**config.mk**
```make
export PLATFORM = sky130hd
export DESIGN_NAME = dac_seq_master
export DESIGN_NICKNAME = d
export VERILOG_FILES = /design/src/rtl/dac_seq_master.sv
export SDC_FILE = /design/constraint.sdc
export NUM_CORES = 1
export LEC_CHECK = 0
export ABC_AREA = 0
export BUFFER_PORTS_ARGS = -buffer_cell sky130_fd_sc_hd__clkbuf_2
export CAP_MARGIN = 20
export CORE_ASPECT_RATIO = 1.75
export CORE_UTILIZATION = 30
export CTS_BUF_LIST = sky130_fd_sc_hd__clkbuf_4 sky130_fd_sc_hd__clkbuf_8
export DETAILED_ROUTE_END_ITERATION = 10
export PLACE_DENSITY = 0.44
export SLEW_MARGIN = 20
export SYNTH_ARGS = -nofsm -noshare
export SYNTH_HDL_FRONTEND = slang
export SYNTH_SLANG_ARGS = --single-unit
```
**constraint.sdc**
```tcl
create_clock -name clk -period 3.4 [get_ports clk]
set_input_delay 1.02 -clock clk [delete_from_list [all_inputs] [get_ports clk]]
set_output_delay 1.02 -clock clk [all_outputs]
set_load 0.02 [all_outputs]
```
**src/rtl/dac_seq_master.sv**
```systemverilog
// DAC sequence initiator: steps a 14-bit code through a programmed ramp and
// hands each point to the DAC driver over a req/ack level handshake.
module dac_seq_master (
  input  logic        clk,
  input  logic        rst_n,
  input  logic        start,
  input  logic        stop,
  input  logic [13:0] reg_start_val,
  input  logic [13:0] reg_step,
  input  logic [15:0] reg_point_num,
  input  logic [31:0] reg_interval,
  input  logic [31:0] reg_timeout,
  input  logic        reg_loop,
  input  logic        dac_ack,
  output logic        dac_req,
  output logic [13:0] dac_val,
  output logic        ack_clr,
  output logic        busy,
  output logic        done,
  output logic        err_timeout,
  output logic [15:0] point_idx
);

  typedef enum logic [2:0] {IDLE, PRE_CLR, WAIT_ACK, ACK_CLR, GAP} state_t;

  state_t      state, state_nx;
  logic [13:0] c_start, c_step, val_nx;
  logic [15:0] c_last, idx_nx;
  logic [31:0] c_gap, c_to, cnt, cnt_nx;
  logic        c_loop, stop_seen, stop_nx, to_hit, to_nx, err_nx, done_nx, cfg_ld;

  always_comb begin
    state_nx = state;
    val_nx   = dac_val;
    idx_nx   = point_idx;
    cnt_nx   = cnt;
    stop_nx  = stop_seen | stop;
    to_nx    = to_hit;
    err_nx   = err_timeout;
    done_nx  = 1'b0;
    cfg_ld   = 1'b0;
    case (state)
      IDLE: begin
        stop_nx = 1'b0;
        if (start && !stop) begin
          cfg_ld   = 1'b1;
          val_nx   = reg_start_val;
          idx_nx   = '0;
          err_nx   = 1'b0;
          to_nx    = 1'b0;
          state_nx = PRE_CLR;
        end
      end
      PRE_CLR: begin
        cnt_nx   = 32'd1;
        state_nx = WAIT_ACK;
      end
      WAIT_ACK: begin
        // ack only trusted once req has been up long enough to cross the driver's sync
        if (dac_ack && cnt >= 32'd3) begin
          state_nx = ACK_CLR;
        end else if (c_to != '0 && cnt == c_to) begin
          to_nx    = 1'b1;
          err_nx   = 1'b1;
          state_nx = ACK_CLR;
        end else if (cnt != '1) begin
          cnt_nx = cnt + 32'd1;
        end
      end
      ACK_CLR: begin
        cnt_nx   = 32'd1;
        state_nx = to_hit ? IDLE : GAP;
      end
      GAP: begin
        if (cnt == c_gap) begin
          cnt_nx = 32'd1;
          if (stop_nx) begin
            state_nx = IDLE;
          end else if (point_idx == c_last) begin
            if (c_loop) begin
              val_nx   = c_start;
              idx_nx   = '0;
              state_nx = WAIT_ACK;
            end else begin
              done_nx  = 1'b1;
              state_nx = IDLE;
            end
          end else begin
            val_nx   = dac_val + c_step;
            idx_nx   = point_idx + 16'd1;
            state_nx = WAIT_ACK;
          end
        end else begin
          cnt_nx = cnt + 32'd1;
        end
      end
      default: state_nx = IDLE;
    endcase
  end

  always_ff @(posedge clk or negedge rst_n) begin
    if (!rst_n) begin
      state       <= IDLE;
      cnt         <= '0;
      stop_seen   <= 1'b0;
      to_hit      <= 1'b0;
      c_start     <= '0;
      c_step      <= '0;
      c_last      <= '0;
      c_gap       <= 32'd2;
      c_to        <= '0;
      c_loop      <= 1'b0;
      dac_req     <= 1'b0;
      dac_val     <= '0;
      ack_clr     <= 1'b0;
      busy        <= 1'b0;
      done        <= 1'b0;
      err_timeout <= 1'b0;
      point_idx   <= '0;
    end else begin
      state       <= state_nx;
      cnt         <= cnt_nx;
      stop_seen   <= stop_nx;
      to_hit      <= to_nx;
      dac_req     <= (state_nx == WAIT_ACK);
      ack_clr     <= (state_nx == PRE_CLR) || (state_nx == ACK_CLR);
      busy        <= (state_nx != IDLE);
      done        <= done_nx;
      err_timeout <= err_nx;
      dac_val     <= val_nx;
      point_idx   <= idx_nx;
      if (cfg_ld) begin
        c_start <= reg_start_val;
        c_step  <= reg_step;
        c_last  <= (reg_point_num == '0) ? 16'd0 : reg_point_num - 16'd1;
        c_gap   <= (reg_interval < 32'd2) ? 32'd2 : reg_interval;
        c_to    <= reg_timeout;
        c_loop  <= reg_loop;
      end
    end
  end

endmodule

```
==> impl_metrics.py <==
metrics = {
    "logic_synthesis": {
        "async_reset_ff_frac": 1.00,
        "ys_seq_area_frac": 0.446,
        "post_synthesis_instance_area_um2": 10100,
        "ys_ff_latch": 180,
        "syn_nets": 1292,
        "syn-instance-count": 1161,
        "synthDistinctLibCells": 67,
        "synth_largest_type_area_fraction": 0.444,
        "biggest_area_contributors_in_the_synthesized_netlist": "sky130_fd_sc_hd__dfrtp_1, sky130_fd_sc_hd__nand2_1, sky130_fd_sc_hd__xnor2_1",
        "syn-mean-instance-area_um2": 8.69,
        "synth-edff-count": 0,
        "ys.flop_type": "sky130_fd_sc_hd__dfrtp_1",
        "synth_area_leader_cell": "sky130_fd_sc_hd__dfrtp_1",
        "count_of_warnings_emitted_by_yosys": 0,
    },
    "setup_path": {
        "r2r_cells": 8,
        "regToRegSetupSlack_ns": 0.46,
        "crit_path_start_kind": "flop",
        "timing.setup.critical_path_class": "reg -> reg",
        "required_arrival_time_at_the_worst_endpoint_ns": 3.81,
        "critical_path_peak_fanout": 23,
        "worst-endpoint-arrival_ns": 3.35,
        "kind_of_end_point_of_the_critical_path": "flop",
        "regToRegStartpoint": "c_last[1]",
        "regToRegEndpoint": "dac_val[10]",
    },
    "clock_tree": {
        "ctsRootBufferMaster": "sky130_fd_sc_hd__clkbuf_8",
        "htree_num_levels": 4,
        "insertion_delay_ns": 0.52,
        "cts-buffers-inserted": 17,
        "clk_pin_slew_ns": 0.10,
        "cts_tree": "yes",
        "clock_path_buffers": 2,
        "postCtsHoldBufs": 0,
        "cts-resized-gates": 0,
        "cts_post_setup_buffers_inserted": 0,
        "clkSinkCount": 180,
    },
    "floorplan": {
        "die_y_um": 245,
        "die_width_um": 141,
        "ios": 149,
        "initial_utilization": 0.306,
        "core-area_um2": 33000,
        "area_of_the_die_um2": 34400,
        "std_cell_rows": 88,
    },
    "global_route": {
        "overflow": 0,
        "number_of_antenna_violations_at_the_first_check_in_global_routing": 0,
        "grt_start_max_net_pins": 100,
        "global_route_wire_length_before_repair_um": 53000,
        "grt_usage": 0.207,
        "via_count_of_the_first_global_routing_pass": 8931,
    },
    "hold_path": {
        "worstHoldPathType": "reg -> reg",
        "min_path_cells": 2,
        "hold_path.startpoint": "c_start[9]",
        "timing.hold.worst_endpoint": "c_start[9]",
    },
    "placement": {
        "dp.final_hpwl_um": 25600,
        "port_buffers": 148,
        "gp_congestion": 0.832,
        "cell_count_post_placement": 1664,
    },
    "status": {
        "result_of_the_run": "complete, no violations",
    },
    "route": {
        "detailed_route_via_count": 8555,
        "finalWirelength_um": 34100,
        "detail_route.drc_violations": 0,
        "post_drt_wl_per_cell_um": 20.1,
        "detail_route.vias_per_cell": 5.04,
        "ant_nets": 0,
        "detail_route.first_pass.iterations": 4,
        "drtIter0Drc": 356,
    },
    "cells_and_area": {
        "layout.cells.most_common": "sky130_fd_sc_hd__nand2_1",
        "area_growth_pct": 15.3,
        "insertedDiodeCount": 0,
        "post_route_cells_drive_above_1_share": 0.184,
        "num-fill-cells": 3528,
        "layout.core_utilization": 0.352,
        "layout.cells.non_filler": 1696,
        "final_nets": 1409,
        "layout_common_cells": "sky130_fd_sc_hd__nand2_1, sky130_fd_sc_hd__dfrtp_1, sky130_fd_sc_hd__clkbuf_2",
    },
    "timing": {
        "rsz0062_at_grt": "false",
        "finalSetupTns_ns": 0,
        "timing_max_transition_violations_final": 0,
        "period_minus_slack_ns": 2.94,
        "hold_slack_ns": 0.474,
        "finalClockSkew_ns": 0.0138,
        "max_freq_mhz": 340,
        "timing.final.crit_share": 0.865,
        "report.final.setup_viol": 0,
        "hold_viol": 0,
        "slew-limit-headroom": 0.490,
        "worst_pin_slew_ns": 0.765,
    },
    "pwr": {
        "max-vdd-ir-drop_mv": 0.285,
        "cellPowerDensity_nw_per_um2": 753,
        "power_leakage_nw": 5.44,
    },
    "run": {
        "max_capacitance_violation_count": 0,
    },
}
worst max path at each step:
stage,startpoint,end,cells after the start
after floorplan,reg_point_num[10],c_last[10],5
after global placement,reg_point_num[0],c_last[14],9
after detailed placement,reg_point_num[0],c_last[14],9
after CTS,c_last[1],point_idx[7],7
after global routing,c_last[1],point_idx[2],7
final,c_last[1],dac_val[10],8
sequential cells by signal, indices dropped and copies added, names as in the netlist:
register / count
c_gap: 32
c_to: 32
cnt: 32
c_last: 16
point_idx: 16
c_start: 14
c_step: 14
dac_val: 14
state: 3
ack_clr: 1
busy: 1
c_loop: 1
dac_req: 1
done: 1
stop_seen: 1
to_hit: 1
kinds of logic after synthesis:
group           count (synthesis)  share of synthesized area
compound gates                154                     0.0982
flops                         180                      0.446
mux                             7                    0.00707
simple gates                  590                      0.277
xor+xnor                      114                     0.0989
buf+inv                        99                     0.0508
fa+ha+maj                      17                     0.0218
layout make-up:
| cell class | instances | area [um2] | share of cell area |
|---|---|---|---|
| repair buffers | 179 | 1020 | 0.0876 |
| inverters | 18 | 67.6 | 0.00580 |
| flip-flops and latches | 180 | 4510 | 0.387 |
| well taps | 405 | 507 | 0.0435 |
| clock inverters | 15 | 219 | 0.0188 |
| clock buffers | 17 | 234 | 0.0201 |
| multi-input cells | 882 | 5090 | 0.437 |
metrics by stage:
stage               power, mW  worst slack (ns)  area [um2]
finish                   8.77             0.458       11600
global route             9.43             0.310       11600
CTS                      8.90             0.465       11600
detailed placement       7.11             0.307       11200
global placement         7.08             0.323       11200
floorplan                5.89             0.743       10100
Yosys cell counts (all sizes together) (10+ instances only):
cell type  count
nand2        334
dfrtp        179
xnor2         88
o21ai         64
nor2          60
buf           42
nor4          41
clkbuf        39
nand4         38
a21oi         28
xor2          26
nand3         23
inv           18
nor3          17
ha            16
or3           16
and3          13
o31ai         13
nor2b         10
or4           10
routing by layer:
layer  global-route usage  routed length [um]  vias to the layer above
met2                0.409               19300                      178
li1                     -                   -                     4175
met1                0.211               12500                     4149
met4               0.0860                1110                        0
met5                    0                   0                        -
met3               0.0339                1180                       53
power by group:
group / switching [mW] / internal [mW]
registers: 0.795 / 2.90
logic: 1.93 / 1.39
clock network: 0.929 / 0.824
total: 3.66 / 5.11
worst max-delay path, stage by stage (launching register included):
cell and delay [ns]:
sky130_fd_sc_hd__dfrtp_1 0.41, sky130_fd_sc_hd__xnor2_1 0.30, sky130_fd_sc_hd__nand4_1 0.17, sky130_fd_sc_hd__nor4_2 0.39
sky130_fd_sc_hd__nor2b_1 0.43, sky130_fd_sc_hd__a221o_1 0.32, sky130_fd_sc_hd__buf_4 0.18, sky130_fd_sc_hd__buf_4 0.27
sky130_fd_sc_hd__mux2_2 0.36
Note: power is estimated with default switching activity, not from simulation.
